[src/rtl/spi_regfile_if.sv]
// SPI pin bundle between a mode-0 serial master and spi_regfile.
interface spi_regfile_if;
  logic sclk;
  logic sdi;
  logic cs;
  logic sdo;

  modport master (
    output sclk,
    output sdi,
    output cs,
    input  sdo
  );

  modport slave (
    input  sclk,
    input  sdi,
    input  cs,
    output sdo
  );
endinterface

[src/rtl/spi_regfile.sv]
// SPI (mode 0) slave exposing a small register file. Frames are R/W bit, address, data,
// all MSB first; the SPI pins are resynchronised into clk and writes commit after cs rises.
module spi_regfile #(
  parameter int NUM_REGS = 5,
  parameter int ADDR_W   = 7,
  parameter int DATA_W   = 8
) (
  input  logic                       clk,
  input  logic                       rst_n,
  spi_regfile_if.slave               spi,
  output logic [NUM_REGS*DATA_W-1:0] regs,
  output logic                       wr_strobe,
  output logic [ADDR_W-1:0]          wr_addr,
  output logic                       frame_err
);

  localparam int FRAME_W = 1 + ADDR_W + DATA_W;
  localparam int CNT_W   = $clog2(FRAME_W + 2);
  localparam int AW1     = ADDR_W + 1;
  localparam logic [CNT_W-1:0] CNT_FRAME = CNT_W'(FRAME_W);
  localparam logic [CNT_W-1:0] CNT_ADDR  = CNT_W'(ADDR_W);
  localparam logic [CNT_W-1:0] CNT_MAX   = CNT_W'(FRAME_W + 1);
  localparam logic [CNT_W-1:0] CNT_ONE   = CNT_W'(1);
  localparam logic [AW1-1:0]   NUM_REGS_C = AW1'(NUM_REGS);

  typedef enum logic [1:0] {
    ST_IDLE   = 2'd0,
    ST_SHIFT  = 2'd1,
    ST_COMMIT = 2'd2
  } state_t;

  state_t state_r, state_nxt_s;

  logic sclk_meta_r, sclk_sync_r, sclk_prev_r;
  logic sdi_meta_r, sdi_sync_r;
  logic cs_meta_r, cs_sync_r, cs_prev_r;
  logic sclk_rise_s, sclk_fall_s, cs_fall_s, cs_rise_s;

  logic [CNT_W-1:0]   cnt_r;
  logic [FRAME_W-1:0] shift_r, shift_nxt_s;
  logic [DATA_W-1:0]  tx_r, rd_data_s;
  logic               rd_active_r, sdo_r;

  logic [DATA_W-1:0]  regs_r [NUM_REGS];
  logic               wr_strobe_r, frame_err_r;
  logic [ADDR_W-1:0]  wr_addr_r;

  logic               clear_s, shift_en_s, do_write_s, do_err_s, load_tx_s;
  logic               frame_rw_s, addr_ok_s;
  logic [ADDR_W-1:0]  frame_addr_s, rd_addr_s;
  logic [DATA_W-1:0]  frame_data_s;

  // Two-flop synchronizers plus one extra stage for edge detection; cs idles high.
  always_ff @(posedge clk or negedge rst_n) begin
    if (!rst_n) begin
      sclk_meta_r <= 1'b0;
      sclk_sync_r <= 1'b0;
      sclk_prev_r <= 1'b0;
      sdi_meta_r  <= 1'b0;
      sdi_sync_r  <= 1'b0;
      cs_meta_r   <= 1'b1;
      cs_sync_r   <= 1'b1;
      cs_prev_r   <= 1'b1;
    end else begin
      sclk_meta_r <= spi.sclk;
      sclk_sync_r <= sclk_meta_r;
      sclk_prev_r <= sclk_sync_r;
      sdi_meta_r  <= spi.sdi;
      sdi_sync_r  <= sdi_meta_r;
      cs_meta_r   <= spi.cs;
      cs_sync_r   <= cs_meta_r;
      cs_prev_r   <= cs_sync_r;
    end
  end

  assign sclk_rise_s = sclk_sync_r & ~sclk_prev_r;
  assign sclk_fall_s = ~sclk_sync_r & sclk_prev_r;
  assign cs_fall_s   = cs_prev_r & ~cs_sync_r;
  assign cs_rise_s   = ~cs_prev_r & cs_sync_r;

  assign shift_nxt_s  = {shift_r[FRAME_W-2:0], sdi_sync_r};
  assign frame_rw_s   = shift_r[FRAME_W-1];
  assign frame_addr_s = shift_r[DATA_W +: ADDR_W];
  assign frame_data_s = shift_r[DATA_W-1:0];
  assign addr_ok_s    = ({1'b0, frame_addr_s} < NUM_REGS_C);
  // The address is complete when this shift brings the count to 1+ADDR_W; R/W=0 starts a read.
  assign rd_addr_s    = shift_nxt_s[ADDR_W-1:0];
  assign load_tx_s    = shift_en_s && (cnt_r == CNT_ADDR) && !shift_nxt_s[ADDR_W];

  // Read mux; addresses at or beyond NUM_REGS match no register and return zero.
  always_comb begin
    rd_data_s = {DATA_W{1'b0}};
    for (int k = 0; k < NUM_REGS; k++) begin
      rd_data_s = rd_data_s | ({DATA_W{rd_addr_s == ADDR_W'(k)}} & regs_r[k]);
    end
  end

  // Frame state register.
  always_ff @(posedge clk or negedge rst_n) begin
    if (!rst_n) begin
      state_r <= ST_IDLE;
    end else begin
      state_r <= state_nxt_s;
    end
  end

  // Next-state and per-cycle control decisions, including the commit verdict.
  always_comb begin
    state_nxt_s = state_r;
    clear_s     = 1'b0;
    shift_en_s  = 1'b0;
    do_write_s  = 1'b0;
    do_err_s    = 1'b0;
    case (state_r)
      ST_IDLE: begin
        if (cs_fall_s) begin
          state_nxt_s = ST_SHIFT;
          clear_s     = 1'b1;
        end else begin
          state_nxt_s = ST_IDLE;
        end
      end
      ST_SHIFT: begin
        if (cs_rise_s) begin
          state_nxt_s = ST_COMMIT;
        end else if (sclk_rise_s && !cs_sync_r) begin
          shift_en_s = 1'b1;
        end else begin
          shift_en_s = 1'b0;
        end
      end
      ST_COMMIT: begin
        state_nxt_s = ST_IDLE;
        if (cnt_r != CNT_FRAME) begin
          do_err_s = 1'b1;
        end else if (frame_rw_s && addr_ok_s) begin
          do_write_s = 1'b1;
        end else if (frame_rw_s) begin
          do_err_s = 1'b1;
        end else begin
          do_err_s = 1'b0;
        end
      end
      default: begin
        state_nxt_s = ST_IDLE;
      end
    endcase
  end

  // Receive shifter, saturating bit counter and read-data transmit shifter.
  always_ff @(posedge clk or negedge rst_n) begin
    if (!rst_n) begin
      cnt_r       <= {CNT_W{1'b0}};
      shift_r     <= {FRAME_W{1'b0}};
      tx_r        <= {DATA_W{1'b0}};
      rd_active_r <= 1'b0;
    end else if (clear_s) begin
      cnt_r       <= {CNT_W{1'b0}};
      shift_r     <= {FRAME_W{1'b0}};
      tx_r        <= {DATA_W{1'b0}};
      rd_active_r <= 1'b0;
    end else if (shift_en_s) begin
      shift_r <= shift_nxt_s;
      if (cnt_r != CNT_MAX) begin
        cnt_r <= cnt_r + CNT_ONE;
      end
      if (load_tx_s) begin
        tx_r        <= rd_data_s;
        rd_active_r <= 1'b1;
      end
    end else if (state_r == ST_COMMIT) begin
      rd_active_r <= 1'b0;
    end else if (sclk_fall_s && rd_active_r && !cs_sync_r) begin
      tx_r <= {tx_r[DATA_W-2:0], 1'b0};
    end
  end

  // Serial output: presents the next tx bit on each sclk falling edge, forced low otherwise.
  always_ff @(posedge clk or negedge rst_n) begin
    if (!rst_n) begin
      sdo_r <= 1'b0;
    end else if (cs_sync_r || !rd_active_r) begin
      sdo_r <= 1'b0;
    end else if (sclk_fall_s) begin
      sdo_r <= tx_r[DATA_W-1];
    end
  end

  // Register file update and the commit status pulses.
  always_ff @(posedge clk or negedge rst_n) begin
    if (!rst_n) begin
      for (int k = 0; k < NUM_REGS; k++) begin
        regs_r[k] <= {DATA_W{1'b0}};
      end
      wr_strobe_r <= 1'b0;
      frame_err_r <= 1'b0;
      wr_addr_r   <= {ADDR_W{1'b0}};
    end else begin
      wr_strobe_r <= do_write_s;
      frame_err_r <= do_err_s;
      if (do_write_s) begin
        wr_addr_r <= frame_addr_s;
        for (int k = 0; k < NUM_REGS; k++) begin
          if (frame_addr_s == ADDR_W'(k)) begin
            regs_r[k] <= frame_data_s;
          end
        end
      end
    end
  end

  for (genvar g = 0; g < NUM_REGS; g++) begin : g_flat
    assign regs[g*DATA_W +: DATA_W] = regs_r[g];
  end

  assign spi.sdo   = sdo_r;
  assign wr_strobe = wr_strobe_r;
  assign wr_addr   = wr_addr_r;
  assign frame_err = frame_err_r;

endmodule

[src/flat_wrapper.sv]
// flat-port wrapper written by rule: the top's interface ports become plain ports
module spi_regfile_flat 
#(
  parameter int NUM_REGS = 5,
  parameter int ADDR_W   = 7,
  parameter int DATA_W   = 8
)
  (clk, rst_n, regs, wr_strobe, wr_addr, frame_err, spi_sclk, spi_sdi, spi_cs, spi_sdo);
  spi_regfile_if spi_i ();
  input  logic clk;
  input  logic rst_n;
  output logic [NUM_REGS*DATA_W-1:0] regs;
  output logic wr_strobe;
  output logic [ADDR_W-1:0] wr_addr;
  output logic frame_err;
  input wire logic [$bits(spi_i.sclk)-1:0] spi_sclk;
  input wire logic [$bits(spi_i.sdi)-1:0] spi_sdi;
  input wire logic [$bits(spi_i.cs)-1:0] spi_cs;
  output wire logic [$bits(spi_i.sdo)-1:0] spi_sdo;
  assign spi_i.sclk = spi_sclk;
  assign spi_i.sdi = spi_sdi;
  assign spi_i.cs = spi_cs;
  assign spi_sdo = spi_i.sdo;
  spi_regfile #(.NUM_REGS(NUM_REGS), .ADDR_W(ADDR_W), .DATA_W(DATA_W)) u_core (.clk(clk), .rst_n(rst_n), .spi(spi_i), .regs(regs), .wr_strobe(wr_strobe), .wr_addr(wr_addr), .frame_err(frame_err));
endmodule
[config.mk]
export PLATFORM = sky130hd
export DESIGN_NAME = spi_regfile_flat
export DESIGN_NICKNAME = d
export VERILOG_FILES = /design/src/rtl/spi_regfile_if.sv /design/src/rtl/spi_regfile.sv /design/src/flat_wrapper.sv
export SDC_FILE = /design/constraint.sdc
export NUM_CORES = 1
export LEC_CHECK = 0
export ABC_AREA = 1
export BUFFER_PORTS_ARGS = -buffer_cell sky130_fd_sc_hd__buf_2
export CAP_MARGIN = 25
export CORE_MARGIN = 4
export CORE_UTILIZATION = 30
export CTS_CLUSTER_DIAMETER = 30
export CTS_CLUSTER_SIZE = 14
export DETAILED_ROUTE_END_ITERATION = 8
export PLACE_DENSITY = 0.45
export RECOVER_POWER = 25
export SLEW_MARGIN = 10
export SYNTH_ARGS = -nofsm -noshare
export SYNTH_HDL_FRONTEND = slang
export SYNTH_SLANG_ARGS = --single-unit
[constraint.sdc]
create_clock -name clk -period 2.3 [get_ports clk]
set_input_delay 0.46 -clock clk [delete_from_list [all_inputs] [get_ports clk]]
set_output_delay 0.46 -clock clk [all_outputs]
set_load 0.1 [all_outputs]
==> run summary, run 1 <==
========================================================================================
Status .................................................................... finished clean
Number of slew-limit violations in the final report .......................            0
Fmax achieved .............................................................      516 MHz
Endpoint class of the critical path .......................................     register
Worst Hold Path Cells .....................................................            1
Setup slack of the worst register-to-register path ........................      0.36 ns
Placed cells ..............................................................          721
Critical path startpoint category .........................................     register
Cell Chain, Critical Path ................................................. inv_1 -> ha_1 -> nand3_2 -> nor2_4 -> nand2_4 -> nor3_4 -> nand2_1 -> o21ai_1
Die H .....................................................................       126 um
Die width .................................................................       126 um
Netlist Area Pre-Place .................................................... 0.00418 mm^2
Routed length per placed instance .........................................      14.5 um
Worst path max stage delay ................................................      0.52 ns
Cell taking the most area after synthesis .................................      dfrtp_1
GRT Residual Overflow .....................................................            0
Switch share ..............................................................        0.272
Dominant cells by area after synthesis .................................... dfrtp_1 (52%), inv_1 (9.8%), nand2_1 (7.2%)
Max-cap viol count ........................................................            0
Final critical delay including setup and external delays ..................      1.94 ns
Synthesized Nets ..........................................................          504
Post-layout worst setup margin ............................................     0.360 ns
Die area ..................................................................  0.0159 mm^2
Setup repair after global routing missed its margin .......................           no
Pin count of the biggest net entering global routing ......................           42
Data arrival at the endpoint of the critical path .........................      2.21 ns
Post-DP HPWL ..............................................................      7.65 mm
Sequential element share of the synthesized area ..........................        0.540
Max-slew headroom .........................................................        0.298
Number of primary I/O pins ................................................           55
Final worst-path cycle share ..............................................        0.843
Number of search-and-repair iterations in the first detailed-routing pass .            4
Number of cells in the finished layout apart from fillers .................          736
Starting Density ..........................................................        0.311
Number of global-route vias before repair .................................         3284
Final Setup Violations ....................................................            0
Share of the synthesized area in the top cell type ........................        0.521
Detailed Route WL .........................................................      10.7 mm
Worst min-delay path endpoint ............................................. u_core.cs_meta_r
Number of H-tree branching levels .........................................            3
Setup Crit Path Kind ......................................................   reg -> reg
Vias after detailed routing ...............................................         3321
Fin. Hold Viols ...........................................................            0
Int Power .................................................................    0.00270 W
Min-delay worst type ......................................................    in -> reg
Cells after synthesis .....................................................          496
Hold Crit Start ...........................................................       spi_cs
Synth-to-layout area growth ...............................................        17.9%
Share of post-route cells with drive strength above 1 .....................        0.179
Slew at the pin closest to its max-slew limit .............................      1.05 ns
Worst flop-to-flop path endpoint .......................................... u_core.regs[33]
TritonCTS clock tree ......................................................          yes
Most frequently used flop master after synthesis ..........................      dfrtp_1
Port buffer count .........................................................           54
Global-route usage over all layers ........................................        0.142
Number of antenna-violating nets in the routed design .....................            0
Final setup skew ..........................................................    0.0123 ns
DRC errors left ...........................................................            0
Setup WS pre-CTS ..........................................................     0.371 ns
Cell Pwr Density ..........................................................  751 mW/mm^2
Asr flop ratio synth ......................................................         1.00
Cell with the most instances after synthesis ..............................        inv_1
Peak fanout along the critical path .......................................           16
Register share of total power .............................................        0.480
Clk sink count ............................................................           90
Utilization after layout ..................................................        0.366
RR Startpoint ............................................................. u_core.cnt_r[0]
Buffer depth of the longest clock path ....................................            2
Worst-Skew Late Latency ...................................................      0.35 ns
Number of gates resized after CTS .........................................            0
Buffer type at the clock tree root ........................................    clkbuf_16
Number of library cell types mapped by synthesis ..........................           35
Share of power burned in the clock network ................................        0.391
Comb pwr share ............................................................        0.129
Mean area per synthesized cell ............................................    8.42 um^2
Total number of placement rows ............................................           42
Peak supply drop ..........................................................     0.406 mV
Reported net switching power ..............................................    0.00100 W
Worst reg2reg path depth ..................................................            8
Required time of the critical path ........................................      2.57 ns
Number of antenna violations at the first check in global routing .........            0
Average vias per placed instance ..........................................         4.51
Number of nets in the final layout ........................................          564
Number of flops mapped to enable cells by yosys ...........................            0
#FFs+latches synth ........................................................           90
Worst path slowest cell ...................................................       nor3_4
Setup TNS .................................................................         0 ns
Core area .................................................................  0.0135 mm^2
Warnings, synthesis .......................................................            0
P_leak ....................................................................      2.94 nW
CTS Buf Count .............................................................            9
Count of hold buffers inserted by post-cts repair .........................            0
Initial DRC count .........................................................          208
N_diodes ..................................................................            0
Clock slew at reported path FFs ...........................................      0.06 ns
Setup repair bufs after CTS ...............................................            0
Top cells by count, synth ................................................. inv_1 (109), dfrtp_1 (87), nand2_1 (80)
First-pass GRT wire length ................................................      17.8 mm
Worst slack on hold paths .................................................     0.219 ns
GPL Wtd Cong ..............................................................        0.791
========================================================================================
[metrics by stage]
step	cell area, um^2	total power [W]
5_1_grt	4920	0.00393
6_report	4920	0.00370
2_1_floorplan	4180	0.00213
4_1_cts	4940	0.00376
3_5_place_dp	4660	0.00229
3_3_place_gp	4660	0.00228
[flip-flops by register name, indices dropped and copies added (netlist names), 2 cells and up]
| register | flops |
|---|---|
| u_core.tx_r | 8 |
| u_core.state_r | 2 |
| u_core.regs | 40 |
| u_core.wr_addr | 7 |
| u_core.shift_r | 16 |
| u_core.cnt_r | 5 |
[worst max-delay path, delay by kind of cell (launching register included)]
kind	cells	cell delay, ns
AOI/OAI and AO/OA	1	0.12
adders and majority gates	1	0.18
buffers and inverters	1	0.11
DFF	1	0.42
and+or+nand+nor	5	1.03
[power by group through the flow]
stage	Clock, W	Combinational, W	Sequential [W]
after floorplan	0	0.000340	0.00179
after global placement	0	0.000478	0.00180
after detailed placement	0	0.000485	0.00180
after CTS	0.00149	0.000489	0.00178
after global routing	0.00158	0.000564	0.00179
final	0.00145	0.000479	0.00178
[logic make-up (layout without fill, tap and decap cells)]
logic type      Yosys count  after routing  share of synthesized area
compound gates           95             95                      0.125
xor+xnor                  1              1                    0.00210
buf+inv                 130            194                      0.130
fa+ha+maj                 3              3                    0.00899
flops                    90             90                      0.540
simple gates            177            177                      0.194
[layout by cell type, fill, tap and decap left out, types with 2 or more instances in the layout]
cell type	Yosys	layout
clkinv_2	0	3
clkbuf_16	0	9
inv_1	109	109
dfrtp_1	87	87
clkbuf_2	0	2
o22ai_1	17	17
nor2_1	31	30
dfstp_2	3	2
o21ai_0	15	15
nand2_4	4	4
ha_1	3	3
nand3_2	2	2
nand3_1	46	46
buf_2	6	53
buf_4	2	7
nand2_1	80	80
nor3_1	3	3
or2_2	2	2
o21ai_1	47	47
nor2_2	2	3
nor4_1	3	3
o21bai_1	5	5
a21oi_1	7	7
inv_2	5	5
[how the worst max path moves through the flow]
stage | slack, ns | from | to
2_1_floorplan | 0.69 | u_core.cnt_r[0] | u_core.regs[16]
3_3_place_gp | 0.36 | u_core.cnt_r[0] | u_core.regs[33]
6_report | 0.36 | u_core.cnt_r[0] | u_core.regs[33]
3_5_place_dp | 0.37 | u_core.cnt_r[0] | u_core.regs[33]
5_1_grt | 0.08 | rst_n | u_core.regs[10]
4_1_cts | 0.35 | u_core.cnt_r[0] | u_core.regs[33]
[final cells by class]
type,count,area [um^2]
fill,1436,8530
sequential,90,2260
multi-input combinational,276,1380
inverter,116,438
timing repair buffer,63,348
clock buffer,10,229
tap,176,220
clock inverter,5,53.8
[per-layer routing]
layer | global-route usage | part of all wire | vias up | wire (um)
met5 | 0 | 0 | - | 0
met4 | 0.0435 | 0.015 | 0 | 161
met3 | 0.0445 | 0.052 | 12 | 555
met2 | 0.206 | 0.42 | 83 | 4520
met1 | 0.203 | 0.51 | 1554 | 5430
li1 | - | - | 1672 | -
Note: power is estimated with default switching activity, not from simulation.
==> inputs of run 2 (changes only) <==
PLACE_DENSITY = 0.47   (was 0.45)
clock period = 1.6 ns   (was 2.3 ns; I/O delays follow)
==> run summary, run 2 (same netlist as run 1, synthesis figures left out) <==
========================================================================================
Total number of placement rows ............................................           42   unchanged
Global-route usage over all layers ........................................        0.142   +0.000676
Critical path startpoint category .........................................     register
Setup Crit Path Kind ......................................................   reg -> reg
Max-cap viol count ........................................................            0   unchanged
Status .................................................................... finished, violations left
Number of antenna violations at the first check in global routing .........            0   unchanged
First-pass GRT wire length ................................................      18.1 mm   +1.8%
Peak fanout along the critical path .......................................            8   -8
Buffer depth of the longest clock path ....................................            2   unchanged
Number of primary I/O pins ................................................           55   unchanged
Share of post-route cells with drive strength above 1 .....................        0.277   +0.0983
Final Setup Violations ....................................................            4   +4
Max FFs per register ......................................................           40   unchanged
Vias after detailed routing ...............................................         3487   +5.0%
Leading cell type in the layout, fill and taps excluded ...................        inv_1
Number of antenna-violating nets in the routed design .....................            0   unchanged
Post-layout worst setup margin ............................................  -0.00779 ns   -0.368 ns
Int Power .................................................................    0.00390 W   +45%
Cell area after layout .................................................... 0.00543 mm^2   +10%
Starting Density ..........................................................        0.311   unchanged
Buffer type at the clock tree root ........................................    clkbuf_16
Reported net switching power ..............................................    0.00157 W   +56%
Fin. Hold Viols ...........................................................            0   unchanged
Core area .................................................................  0.0135 mm^2   unchanged
Endpoint class of the critical path .......................................     register
Sum of internal, switching and leakage power ..............................    0.00547 W   +48%
Average vias per placed instance ..........................................         4.52   +0.10%
Peak supply drop ..........................................................     0.528 mV   +30%
Number of search-and-repair iterations in the first detailed-routing pass .            5   +1
Max-slew headroom .........................................................        0.534   +0.236
Number of H-tree branching levels .........................................            3   unchanged
Clock slew at reported path FFs ...........................................      0.06 ns   about the same
CTS Buf Count .............................................................            9   unchanged
Required time of the critical path ........................................      1.83 ns   -0.74 ns
Number of nets in the final layout ........................................          599   +6.2%
GPL Wtd Cong ..............................................................        0.842   +6.4%
P_leak ....................................................................      3.11 nW   +6.1%
Final setup skew ..........................................................   0.00934 ns   -0.00299 ns
Routed length per placed instance .........................................      14.5 um   -0.15%
Die width .................................................................       126 um   unchanged
Die H .....................................................................       126 um   unchanged
Min-delay worst type ......................................................    in -> reg
Switch share ..............................................................        0.287   +0.0159
Worst-Skew Late Latency ...................................................      0.35 ns   about the same
Pin count of the biggest net entering global routing ......................           26   -38%
Data arrival at the endpoint of the critical path .........................      1.84 ns   -0.37 ns
TritonCTS clock tree ......................................................          yes
Number of slew-limit violations in the final report .......................            0   unchanged
Port buffer count .........................................................           54   unchanged
Register share of total power .............................................        0.463   -0.017
Number of filler cells placed in the layout ...............................         1407   -2.0%
Fmax achieved .............................................................      622 MHz   +21%
Post-DP HPWL ..............................................................      7.98 mm   +4.3%
Slew at the pin closest to its max-slew limit .............................     0.699 ns   -0.354 ns
Detailed Route WL .........................................................      11.2 mm   +4.7%
Comb pwr share ............................................................        0.177   +0.048
Share of power burned in the clock network ................................        0.360   -0.031
DRC errors left ...........................................................            0   unchanged
Violated checks ........................................................... negative setup slack
Dpl cell area ............................................................. 0.00488 mm^2   +4.7%
Commonest non-fill, non-tap cells in the layout ........................... inv_1 (107), dfrtp_1 (87), nand2_1 (69)
GRT Residual Overflow .....................................................            0   unchanged
Setup TNS .................................................................   -0.0210 ns   -0.0210 ns
Die area ..................................................................  0.0159 mm^2   unchanged
Final critical delay including setup and external delays ..................      1.61 ns   -0.332 ns
Setup repair after global routing missed its margin .......................          yes
Final worst-path cycle share ..............................................         1.00   +0.161
Initial DRC count .........................................................          233   +12%
N_diodes ..................................................................            0   unchanged
Number of global-route vias before repair .................................         3352   +2.1%
Synth-to-layout area growth ...............................................        30.1%
Cell Pwr Density .......................................................... 1010 mW/mm^2   +34%
Clk sink count ............................................................           90   unchanged
========================================================================================
==> run 2: cell types whose count changed in the layout (fill, tap and decap cells not counted), moves of 4 or more <==
cell	previous run	this run
buf_4	7	34
nand2_1	80	69
nand2_2	1	10
nand2_8	0	4
nor2_1	30	23
nor2_4	1	5
o21ai_1	47	42
o21ai_2	1	6
==> run 2: cell type report <==
| type | instances | area (um^2) | share of cell area |
|---|---|---|---|
| clock buffers | 10 | 229 | 0.0421 |
| clock inverters | 6 | 41.3 | 0.00760 |
| inverters | 116 | 448 | 0.0824 |
| multi-input cells | 277 | 1570 | 0.288 |
| flip-flops and latches | 90 | 2260 | 0.415 |
| well taps | 176 | 220 | 0.0405 |
| repair buffers | 97 | 673 | 0.124 |
==> run 2: power by group through the flow <==
stage / registers [W] / logic (W) / clock network, W
6_report: 0.00254 / 0.000967 / 0.00197
3_5_place_dp: 0.00257 / 0.000830 / 0
2_1_floorplan: 0.00258 / 0.000490 / 0
5_1_grt: 0.00255 / 0.00110 / 0.00213
3_3_place_gp: 0.00256 / 0.000814 / 0
4_1_cts: 0.00253 / 0.000843 / 0.00205
==> run 2: metal layers <==
layer | routed length [um] | part of all wire | GRT usage
met5 | 0 | 0 | 0
met4 | 139 | 0.012 | 0.0322
met3 | 433 | 0.039 | 0.0415
met2 | 4890 | 0.44 | 0.208
met1 | 5710 | 0.51 | 0.209
==> run 2: path summary, 6_finish.rpt <==
path                                   from                 to  slack (ns)  depth (start not counted)
min in group asynchronous             rst_n     u_core.regs[7]        0.55                          2
max in group asynchronous             rst_n   u_core.cs_meta_r        0.18                          3
hold / removal                      spi_sdi  u_core.sdi_meta_r        0.08                          1
setup / recovery            u_core.cnt_r[0]    u_core.regs[39]      -0.008                          9
hold reg to reg            u_core.cs_meta_r   u_core.cs_sync_r        0.36                          0
setup reg to reg            u_core.cnt_r[0]    u_core.regs[39]      -0.008                          9
==> run 2: worst max-delay path, stage by stage (launching register included) <==
cell and delay [ns]:
dfrtp_1 0.40, inv_2 0.10, ha_4 0.14, nand3_4 0.08, nor2_4 0.11, nand2_4 0.10, nor3_4 0.20, buf_6 0.15
clkbuf_16 0.16, o21ai_1 0.06
==> run 2: through the flow <==
step,util,hold slack (ns),std cells,setup slack (ns)
2_1_floorplan,-,0.0244,496,0.00638
3_5_place_dp,0.363,0.277,747,-0.127
6_report,0.404,0.0765,772,-0.00779
4_1_cts,0.386,0.0577,764,-0.0239
5_1_grt,0.404,0.0617,772,-0.0905
3_3_place_gp,0.363,0.270,747,-0.105
==> run 2: repair_timing <==
action / 4_1_cts / 5_1_grt
setup endpoints to repair: 16 / 50
gates resized for setup: 5 / 46
hold buffers: 1 / 0
setup buffers: 0 / 6
cloned: 0 / 2
pin swaps: 0 / 10
hold endpoints to repair: 21 / 0
